`config.mk`:
```
export PLATFORM = sky130hd
export DESIGN_NAME = serial_tx_framer
export DESIGN_NICKNAME = d
export VERILOG_FILES = /design/src/rtl/serial_pkg.sv /design/src/rtl/serial_bit_timer.sv /design/src/rtl/serial_tx_framer.sv
export SDC_FILE = /design/constraint.sdc
export NUM_CORES = 1
export LEC_CHECK = 0
export ABC_AREA = 1
export CAP_MARGIN = 20
export CORE_ASPECT_RATIO = 1.5
export CORE_MARGIN = 3
export CORE_UTILIZATION = 35
export DETAILED_ROUTE_END_ITERATION = 12
export PLACE_DENSITY_LB_ADDON = 0.25
export SYNTH_ARGS = -nofsm -noshare
export SYNTH_HDL_FRONTEND = slang
export SYNTH_SLANG_ARGS = --single-unit
```
`constraint.sdc`:
```
create_clock -name clk -period 1.66 [get_ports clk]
set_input_delay 0.415 -clock clk [delete_from_list [all_inputs] [get_ports clk]]
set_output_delay 0.415 -clock clk [all_outputs]
set_load 0.01 [all_outputs]
```
`src/rtl/serial_pkg.sv`:
```
// Shared types and line-level constants for the serial transmit path.
package serial_pkg;

  typedef enum logic [1:0] {
    IDLE  = 2'd0,
    START = 2'd1,
    DATA  = 2'd2,
    STOP  = 2'd3
  } tx_state_t;

  localparam logic LINE_IDLE = 1'b1;
  localparam logic START_BIT = 1'b0;
  localparam logic STOP_BIT  = 1'b1;

  // Counter width that stays legal when the count range collapses to one value.
  function automatic int clog2_min1(input int n);
    return (n <= 1) ? 1 : $clog2(n);
  endfunction

endpackage

```
`src/rtl/serial_bit_timer.sv`:
```
// Bit-period timer: tick_o marks the last clock of each CLKS_PER_BIT period.
// Count holds at zero whenever run_i is low, so every frame starts on a clean period.
module serial_bit_timer
  import serial_pkg::*;
#(
  parameter int CLKS_PER_BIT = 4
) (
  input  logic clk,
  input  logic rst,
  input  logic run_i,
  output logic tick_o
);

  localparam int CW = clog2_min1(CLKS_PER_BIT);
  localparam logic [CW-1:0] LAST = CW'(CLKS_PER_BIT - 1);

  logic [CW-1:0] cnt_q, cnt_d;

  assign tick_o = run_i && (cnt_q == LAST);

  always_comb begin
    cnt_d = cnt_q;
    if (!run_i || (cnt_q == LAST)) begin
      cnt_d = '0;
    end else begin
      cnt_d = cnt_q + CW'(1);
    end
  end

  always_ff @(posedge clk) begin
    if (rst) begin
      cnt_q <= '0;
    end else begin
      cnt_q <= cnt_d;
    end
  end

endmodule

```
`src/rtl/serial_tx_framer.sv`:
```
// Parallel-to-serial framer: start bit, DATA_W bits LSB first, stop bit, each CLKS_PER_BIT clocks.
// Start bit appears one cycle after accept; ready_o only in IDLE, words offered while busy are dropped.
module serial_tx_framer
  import serial_pkg::*;
#(
  parameter int DATA_W       = 8,
  parameter int CLKS_PER_BIT = 4
) (
  input  logic              clk,
  input  logic              rst,
  input  logic [DATA_W-1:0] data_i,
  input  logic              valid_i,
  output logic              ready_o,
  output logic              busy_o,
  output logic              o
);

  localparam int BW = clog2_min1(DATA_W);
  localparam logic [BW-1:0] LAST_BIT = BW'(DATA_W - 1);

  tx_state_t         state_q, state_d;
  logic [DATA_W-1:0] shift_q, shift_d;
  logic [BW-1:0]     bit_idx_q, bit_idx_d;
  logic              o_q, o_d;
  logic              busy_q, busy_d;
  logic              tick;

  serial_bit_timer #(
    .CLKS_PER_BIT(CLKS_PER_BIT)
  ) u_bit_timer (
    .clk   (clk),
    .rst   (rst),
    .run_i (state_q != IDLE),
    .tick_o(tick)
  );

  assign ready_o = (state_q == IDLE) && !rst;
  assign busy_o  = busy_q;
  assign o       = o_q;

  always_comb begin
    state_d   = state_q;
    shift_d   = shift_q;
    bit_idx_d = bit_idx_q;
    case (state_q)
      IDLE: begin
        if (valid_i && ready_o) begin
          state_d   = START;
          shift_d   = data_i;
          bit_idx_d = '0;
        end
      end
      START: begin
        if (tick) begin
          state_d   = DATA;
          bit_idx_d = '0;
        end
      end
      DATA: begin
        if (tick) begin
          shift_d = shift_q >> 1;
          if (bit_idx_q == LAST_BIT) begin
            state_d = STOP;
          end else begin
            bit_idx_d = bit_idx_q + BW'(1);
          end
        end
      end
      STOP: begin
        if (tick) begin
          state_d = IDLE;
        end
      end
      default: state_d = IDLE;
    endcase

    // Line value is decoded from the next state so o is a clean flop output.
    o_d = LINE_IDLE;
    case (state_d)
      START:   o_d = START_BIT;
      DATA:    o_d = shift_d[0];
      STOP:    o_d = STOP_BIT;
      default: o_d = LINE_IDLE;
    endcase
    busy_d = (state_d != IDLE);
  end

  always_ff @(posedge clk) begin
    if (rst) begin
      state_q   <= IDLE;
      shift_q   <= '0;
      bit_idx_q <= '0;
      o_q       <= LINE_IDLE;
      busy_q    <= 1'b0;
    end else begin
      state_q   <= state_d;
      shift_q   <= shift_d;
      bit_idx_q <= bit_idx_d;
      o_q       <= o_d;
      busy_q    <= busy_d;
    end
  end

endmodule

```
# Yosys cells after proc, flatten, opt, wreduce, memory -nomap -nowiden

Cells that the tools add are included.

Muxes and demuxes: 15
Reduce and logical (&&, ||, !) cells: 14
Add/subtract/negate cells: 2
Equality and inequality tests: 11

Operator list:

| operator                                      | count |
|---|---|
| two-way mux 8 bit                             | 2 |
| case mux 8 bit (2 select lines)               | 1 |
| two-way mux 3 bit                             | 4 |
| two-way mux 2 bit                             | 5 |
| case mux 3 bit (3 select lines)               | 1 |
| == test 2 bit, second input constant          | 4 |
| case mux 2 bit (4 select lines)               | 1 |
| != test 2 bit, second input constant          | 3 |
| nonzero test 2 bit                            | 3 |
| AND reduction 5 bit                           | 1 |
| == test 2 x 1 -> 1 bit, second input constant | 2 |
| adder 3 x 1 -> 3 bit, second input constant   | 1 |
| == test 3 bit, second input constant          | 1 |
| logical AND 1 bit                             | 3 |
| AND reduction 3 bit                           | 1 |
| nonzero test 3 bit                            | 1 |
| adder 2 x 1 -> 2 bit, second input constant   | 1 |
| zero test 1 bit                               | 2 |
| zero test 2 bit                               | 1 |
| != test 2 x 1 -> 1 bit, second input constant | 1 |
| case mux 1 bit (2 select lines)               | 1 |
| OR reduction 2 bit                            | 1 |
| logical OR 1 bit                              | 1 |

Input bits: 11
Register bits: 17

# Logic depth before layout (Yosys ltp)

Gate-level depths: netlist (run 1).

Word-level depth: 7
Depth in mapped cells: 8
Gate-level depth less buffers: 8

# Cells and area by module

A second synthesis (run 1) with hierarchy kept.

Cell total of the unflattened synthesis: 122
Area total of the unflattened synthesis: 875.8 sq um

Modules (own cells, without submodules):

| module           | sequential area each (sq um) | area each (sq um) | times used | cells each |
|---|---|---|---|---|
| serial_tx_framer | 300.3                        | 787.0             | 1          | 111 |
| serial_bit_timer | 40.0                         | 88.8              | 1          | 11 |

# Worst setup path after synthesis (run 1)

Ideal clock, no wire load.

Path kind: reg2reg
From: reg bit_idx_q[0]
To: reg bit_idx_q[0]
Required time: 1546 ps
Stages on the path, launching flop included: 7
Path slack: 417 ps
Arrival time: 1129 ps
Path through: dfxtp_1 -> ha_1 -> ha_1 -> o21ai_1 -> nand3_2 -> a21oi_1 -> nor2_1

Word-level cells in the longest chain between the ends: 4
Elaborated cells between the ends (all ways): 7
Classes of those cells: 1 x add/sub; 2 x eq/ne; 3 x mux; 1 x reduce/logical

RTL lines:

| item                            | line                   | text |
|---|---|---|
| start, declared                 | serial_tx_framer.sv:23 | `logic [BW-1:0] bit_idx_q, bit_idx_d;` |
| start signal, assigned          | serial_tx_framer.sv:98 | `bit_idx_q <= bit_idx_d;` |
| adder 3 x 1 -> 3 bit            | serial_tx_framer.sv:65 | `bit_idx_d = bit_idx_q + BW'(1);` |
| two-way mux 3 bit               | serial_tx_framer.sv:62 | `if (bit_idx_q == LAST_BIT) begin` |
| two-way mux 3 bit               | serial_tx_framer.sv:60 | `if (tick) begin` |
| case mux 3 bit (3 select lines) | serial_tx_framer.sv:45 | `case (state_q)` |

Several ways; a longest one is shown, not always the timed one. The select of a mux whose other input is x is not followed.
A chain may end at the register's enable or synchronous reset.

# Worst setup path in the final report (run 1)

From: reg state_q[1]
To: out ready_o

Word-level cells in the longest chain between the ends: 2

RTL lines:

| item                   | line                   | text |
|---|---|---|
| start, declared        | serial_tx_framer.sv:21 | `tx_state_t state_q, state_d;` |
| start signal, assigned | serial_tx_framer.sv:96 | `state_q <= state_d;` |
| zero test 2 bit        | serial_tx_framer.sv:37 | `assign ready_o = (state_q == IDLE) && !rst;` |
| logical AND 1 bit      | serial_tx_framer.sv:37 |  |
| end, declared          | serial_tx_framer.sv:13 | `output logic ready_o,` |

Every way passes these cells.

==> impl_results.rst, run 1 <==
.. list-table::
   :header-rows: 1

   * - Metric
     - Value
   * - Post-synthesis average cell area
     - ~7.3 um2
   * - Number of warnings issued by yosys
     - 0
   * - Simple-gate share of the synthesized area
     - between 30% and 40%
   * - Die Width
     - 45.27 um
   * - Count of flip-flops with a built-in enable after synthesis
     - 0
   * - Startpoint of the most critical hold path
     - u_bit_timer.cnt_q[0]
   * - Post-synthesis cell count
     - approximately 110
   * - Launch instance of the worst register-to-register path
     - bit_idx_q[0]
   * - Via Count
     - 781
   * - Compound-cell area share of the yosys netlist
     - around 8.5%
   * - Result of the run
     - finished, final reports clean
   * - Number of top-level pins
     - 14
   * - Layout cells sized above 1
     - 17.42%
   * - Vias in the first global route
     - between 800 and 900
   * - WL/cell
     - 11.20 um
   * - Logic pwr share
     - ~18%
   * - Input/output buffers
     - 13
   * - Die outline area
     - ~2900 um2
   * - Fill cells
     - 229
   * - Top-area cell type share of the netlist area
     - 42.04%
   * - Height of the die
     - 64.90 um
   * - Clk sink count
     - 17
   * - Via/cell ratio
     - 5.071
   * - Dominant combinational cell family by area after synthesis
     - simple AND/OR/NAND/NOR gates
   * - Cell internal pwr
     - 0.5955 mW
   * - First-pass GRT wire length
     - 3249 um
   * - Final Hold Fails
     - 0
   * - Sw frac
     - 26.08%
   * - TritonCTS clock tree
     - yes
   * - IR drop worst, VDD
     - 415.9 uV
   * - Fraction of power consumed by sequential logic
     - 55.0%
   * - Setup repair after global routing missed its margin
     - no
   * - Worst Reg2Reg Path Length in Cells
     - 6
   * - Count of unique library cells instantiated by Yosys
     - 19
   * - Pin count of the biggest net entering global routing
     - 13
   * - Prevailing post-synth register cell
     - dfxtp_1
   * - Effective utilization at floorplan
     - 38.51%
   * - Area grow syn2layout
     - 27.20%
   * - Critical path startpoint category
     - register
   * - Adder-Cell Fraction of Synth Area
     - 4.637%
   * - Count of final max-slew check failures
     - 0
   * - Number of iterations in the first detailed-routing pass
     - 4
   * - Leak Pwr
     - 0.4428 nW
   * - Xor/xnor share of the synthesized area
     - 0%
   * - Final worst-path cycle share
     - approximately 93%
   * - Post-layout utilization of the core
     - 48.99%
   * - Register area share after synthesis
     - 42.04%
   * - Clock insertion delay at the later pin of the skew report
     - 290 ps
   * - Peak fanout along the critical path
     - 4
   * - Dominant cell type by area after synthesis
     - dfxtp_1
   * - Share of async-settable or async-resettable flops after synthesis
     - 0%
   * - PwrDens
     - 782.4 nW/um2
   * - Worst reg2reg path endpoint
     - bit_idx_q[0]
   * - Pin slew with the least headroom to its limit
     - 226.2 ps
   * - Clock tree buffer depth
     - 2
   * - Cts bufs inserted
     - 3
   * - Type of element capturing the critical path
     - output port
   * - Post-Place Cells
     - 150
   * - Reg2reg setup slack
     - 260 ps
   * - Clock power share
     - a little over a quarter
   * - Buffers inserted during post-CTS setup optimization
     - 0
   * - Initial antenna violation count
     - 0
   * - Tot GR Track Use
     - between 10% and 20%
   * - Type of the tightest min-delay check
     - register to register
   * - Cell with the most instances after synthesis
     - nand2_1
   * - Core area
     - 2102 um2
   * - Half-perimeter wire length after detailed placement
     - 1418 um
   * - Remaining design rule violation count
     - 0
   * - Worst rel slew slack
     - between 80% and 90%
   * - Timing-limited maximum frequency
     - 0.6470 GHz
   * - Netlist area before placement
     - 809.5 um2
   * - Critical path required time
     - roughly 1200 ps
   * - Depth of the worst hold-timing path
     - 1
   * - Leftover overflow at the end of global routing
     - 0
   * - Clock slew seen by the registers of the worst setup and hold paths
     - 90 ps
   * - Number of register bits inferred by synthesis
     - 17
   * - Arrival time at the worst endpoint
     - 1130 ps
   * - Antenna Cells
     - 0
   * - Final Net Count
     - around 150
   * - Number of max-cap violations
     - 0
   * - Final weighted congestion in routability-driven placement
     - 0.7599
   * - Biggest area contributors in the synthesized netlist
     - dfxtp_1 42%, nand2_1 14%, nand3_1 9.9%, a31oi_1 5.4%, ha_1 4.6%
   * - Mapped Nets
     - 125
   * - Hold worst-path end
     - u_bit_timer.cnt_q[0]
   * - Total wirelength of the detailed-routed design
     - 1725 um
   * - Clock skew after layout
     - between 0.3 and 0.4 ps
   * - Total number of H-tree levels
     - 1
   * - Classification of the worst setup path
     - register to output port
   * - Site row count
     - 20
   * - Final setup violation count
     - 0
   * - Detailed router's first-iteration violation count
     - 16
   * - Most instantiated cells after synthesis
     - 31 x nand2_1, 17 x dfxtp_1, 16 x nand3_1
   * - Post-route ant nets
     - 0
   * - Crit path time final
     - between 1500 and 2000 ps
   * - Mux contribution to synthesized area
     - 0%
   * - Power spent charging and discharging nets
     - approximately 0.21 mW
   * - Final standard cell count with taps included and fillers excluded
     - 154
   * - Cell chosen for the clock root
     - clkbuf_4
==> cell families (layout without fill, tap and decap cells) <==
family	Yosys count	in the layout
adders and majority gates	3	3
and+or+nand+nor	65	65
AOI/OAI and AO/OA	12	12
buffers and inverters	14	35
DFF	17	17
==> what timing repair did <==
item | 4_1_cts | 5_1_grt
endpoints found under the setup margin | 1 | 0
endpoints found under the hold margin | 0 | 0
hold buffers | 0 | 0
gates resized for setup | 4 | 0
==> worst max-delay path by stage <==
stage | from | end | slack [ps] | cells after the start
after floorplan | bit_idx_q[0] | bit_idx_q[0] | 420 | 6
after global placement | rst | ready_o | -330 | 3
after detailed placement | rst | ready_o | -330 | 3
after CTS | state_q[1] | ready_o | 100 | 4
after global routing | state_q[1] | ready_o | 30 | 4
final | state_q[1] | ready_o | 110 | 4
==> metal layers <==
layer	share of wire, %	wire [um]	GRT usage (%)
met5	0	0	0
met4	2.2	38	6.960
met3	4.3	75	1.944
met2	56	960	28.19
met1	38	652	14.26
==> critical path: stages (launching register included) <==
cell	delay, ps
dfxtp_1	330
inv_2	80
nand2_2	90
nor2_4	110
clkdlybuf4s15_2	230
==> layout by cell type, fill, tap and decap left out, drive strengths merged <==
cell,instances
clkbuf,4
dlygate4sd2,1
nand3,19
clkdlybuf4s15,1
a21oi,3
nand2,33
nor2,10
ha,3
o21ai,2
clkinv,2
dfxtp,17
buf,6
a31oi,7
inv,10
nand4,3
clkdlybuf4s50,11
==> state kept, by name, summed over array words and instances (netlist names) <==
signal	count
shift_q	8
bit_idx_q	3
state_q	2
u_bit_timer.cnt_q	2
busy_o	1
o	1
==> per-stage QoR <==
step                      worst slack [ps]  setup TNS [ps]  cell area (um2)  hold slack [ps]  power [mW]
after floorplan                      416.8               0            809.5            398.3      0.5343
final                                114.4               0             1030            428.7      0.8057
after detailed placement            -325.2           -1861             1003            420.2      0.6007
after global placement              -330.8           -1548             1003            407.3      0.5951
after global routing                 29.41               0             1030            457.0      0.8495
after CTS                            96.48               0             1030            434.4      0.8140
==> area by class of cell <==
cell class	instances	area, um2	area share [%]
tap	22	27.53	2.673
inverter	12	46.29	4.496
clock buffer	4	26.28	2.552
timing repair buffer	19	175.2	17.01
multi-input combinational	80	414.1	40.22
sequential	17	340.3	33.05
==> power by group through the flow <==
stage                     combinational [mW]  sequential [mW]  clock, mW
final                                  0.145            0.443      0.217
after floorplan                       0.0798            0.454          0
after CTS                              0.147            0.443      0.224
after global placement                 0.144            0.451          0
after global routing                   0.169            0.446      0.235
after detailed placement               0.148            0.453          0
(Power assumes the default switching activity.)
==> run 2, diff against run 1 <==
ABC_CLOCK_PERIOD_IN_PS = 1660   (was unset)
CAP_MARGIN = unset   (was 20)
==> results of run 2 <==
Final layout, timing and power as in run 1 (identical DEF).
==> run 3, diff against run 2 <==
CORE_UTILIZATION = 40   (was 35)
==> run 3 against run 2 <==
Clock power rose by 3%. Combinational power barely moved. Power rose by 0.54%. Register-to-register slack improved by 30 ps. Sequential power barely moved. Fmax fell by 1.6%. Clock-buffer cell count did not move. Utilization rose by 5.6 points. Sequential cell count did not move. Via count fell by 0.77%. Cell area fell by 0.37%. Setup slack got worse by 25 ps. Highest routed layer unchanged.
==> impl_results.rst, run 3 (synthesis gave the netlist of run 1 again) <==
.. list-table::
   :header-rows: 1

   * - Metric
     - Value
   * - Result of the run
     - finished, final reports clean
   * - CP peak stage delay
     - 330 ps
   * - Final Hold Fails
     - 0
   * - Clock slew seen by the registers of the worst setup and hold paths
     - 100 ps
   * - Worst Reg2Reg Path Length in Cells
     - 6
   * - Kind of cell adding the most delay to the critical path
     - buffers and inverters
   * - Via/cell ratio
     - 5.065
   * - Clock skew after layout
     - 5.111 ps
   * - Site row count
     - 19
   * - Die Width
     - between 40 and 50 um
   * - Initial antenna violation count
     - 0
   * - Final standard cell count with taps included and fillers excluded
     - between 150 and 200
   * - Largest registers
     - shift_q (8), bit_idx_q (3)
   * - Setup repair after global routing missed its margin
     - no
   * - Commonest cells after routing, fill and taps aside
     - 31 x nand2_1, 17 x dfxtp_1, 16 x nand3_1
   * - Hold buffer count at cts
     - 0
   * - Via Count
     - 775
   * - Clock insertion delay at the later pin of the skew report
     - slightly below 300 ps
   * - Number of iterations in the first detailed-routing pass
     - 4
   * - Total wirelength of the detailed-routed design
     - 1585 um
   * - Bufs and invs on worst path
     - 2
   * - IR drop worst, VDD
     - about 480 uV
   * - Half-perimeter wire length after detailed placement
     - 1291 um
   * - Final Net Count
     - roughly 150
   * - Worst path setup slack after routing
     - 89.29 ps
   * - Classification of the worst setup path
     - register to output port
   * - CP cell instances
     - inv_2 -> nand2_2 -> nor2_4 -> dlygate4sd2_1
   * - Critical path startpoint category
     - register
   * - Antenna Cells
     - 0
   * - Setup total negative slack
     - 0 ps
   * - Post-route ant nets
     - 0
   * - Crit path time final
     - 1571 ps
   * - Leftover overflow at the end of global routing
     - 0
   * - Peak fanout along the critical path
     - 4
   * - TritonCTS clock tree
     - yes
   * - Input/output buffers
     - 13
   * - Cell area reported after detailed placement
     - 1002 um2
   * - Timing-limited maximum frequency
     - 0.6367 GHz
   * - Type of the tightest min-delay check
     - register to register
   * - Tot GR Track Use
     - 14.17%
   * - Number of top-level pins
     - 14
   * - Detailed router's first-iteration violation count
     - 9
   * - Cell area after layout
     - 1026 um2
   * - Depth of the worst hold-timing path
     - 1
   * - Max FFs per register
     - 8
   * - Area grow syn2layout
     - 26.74%
   * - Worst slack at placement
     - -334.1 ps
   * - Leak Pwr
     - 0.4440 nW
   * - Final weighted congestion in routability-driven placement
     - 0.7599
   * - Top reg by flops
     - shift_q
   * - Fill cells
     - 177
   * - Core area
     - approximately 1900 um2
   * - Height of the die
     - about 61 um
   * - Layout cells sized above 1
     - around 17%
   * - Critical path required time
     - 1240 ps
   * - Worst rel slew slack
     - 85.85%
   * - Final setup violation count
     - 0
   * - Final worst-path cycle share
     - a little over nine tenths
   * - Type of element capturing the critical path
     - output port
   * - Pin slew with the least headroom to its limit
     - 212.2 ps
   * - Most common cell after layout, fill and taps aside
     - nand2_1
   * - Vias in the first global route
     - 730
   * - WL/cell
     - 10.36 um
   * - Clock tree buffer depth
     - 2
   * - Cell chosen for the clock root
     - clkbuf_4
   * - Cts bufs inserted
     - 3
   * - Clk sink count
     - 17
   * - Arrival time at the worst endpoint
     - around 1200 ps
   * - First-pass GRT wire length
     - 2815 um
   * - Effective utilization at floorplan
     - 43.10%
   * - Total number of H-tree levels
     - 1
   * - PwrDens
     - 789.5 nW/um2
   * - Die outline area
     - 2611 um2
   * - Critical path's slowest cell
     - dfxtp_1
   * - Post-Place Cells
     - 149
   * - Pin count of the biggest net entering global routing
     - 13
   * - Critical path depth
     - 4
   * - Count of final max-slew check failures
     - 0
   * - Remaining design rule violation count
     - 0
   * - Number of max-cap violations
     - 0
-- run 3: changes by cell type in the layout (fill, tap and decap cells not counted), sizes merged --
cell           delta
dlygate4sd2       +1
clkdlybuf4s15     -1
-- run 3: worst paths after layout --
check,start,slack (ps),end
worst max register to register,bit_idx_q[0],290,bit_idx_q[1]
worst min-delay path,u_bit_timer.cnt_q[0],420,u_bit_timer.cnt_q[0]
worst max-delay path,state_q[1],90,ready_o
worst min register to register,u_bit_timer.cnt_q[0],420,u_bit_timer.cnt_q[0]
-- run 3: power by group --
part	total, mW	internal, mW	switching [mW]	leakage (nW)
Sequential	0.443	0.432	0.0110	0.139
Combinational	0.143	0.0695	0.0738	0.290
Clock	0.224	0.0935	0.130	0.0150
-- run 3: final cells by class --
type                    count  area, um2  area share (%)
clock buffers               4      26.28           2.561
inverters                  12      46.29           4.512
flip-flops and latches     17      340.3           33.17
multi-input cells          80      414.1           40.37
repair buffers             19      172.7           16.83
well taps                  21      26.28           2.561
-- run 3: timing repair --
action	CTS	global route
setup endpoints to repair	1	0
gates resized for setup	2	0
setup buffers	0	0
-- run 3: metrics by stage --
step,util (%),total power [mW],hold WS [ps]
2_1_floorplan,-,0.5343,398.3
3_3_place_gp,53.36,0.5937,409.8
3_5_place_dp,53.36,0.5988,413.6
4_1_cts,54.63,0.8098,426.6
5_1_grt,54.63,0.8481,441.1
6_report,54.63,0.8100,423.8
-- run 3: metal layers --
metal,global-route usage [%],wire (um)
met3,1.754,53
met5,0,0
met4,8.000,26
met2,27.90,833
met1,14.08,673
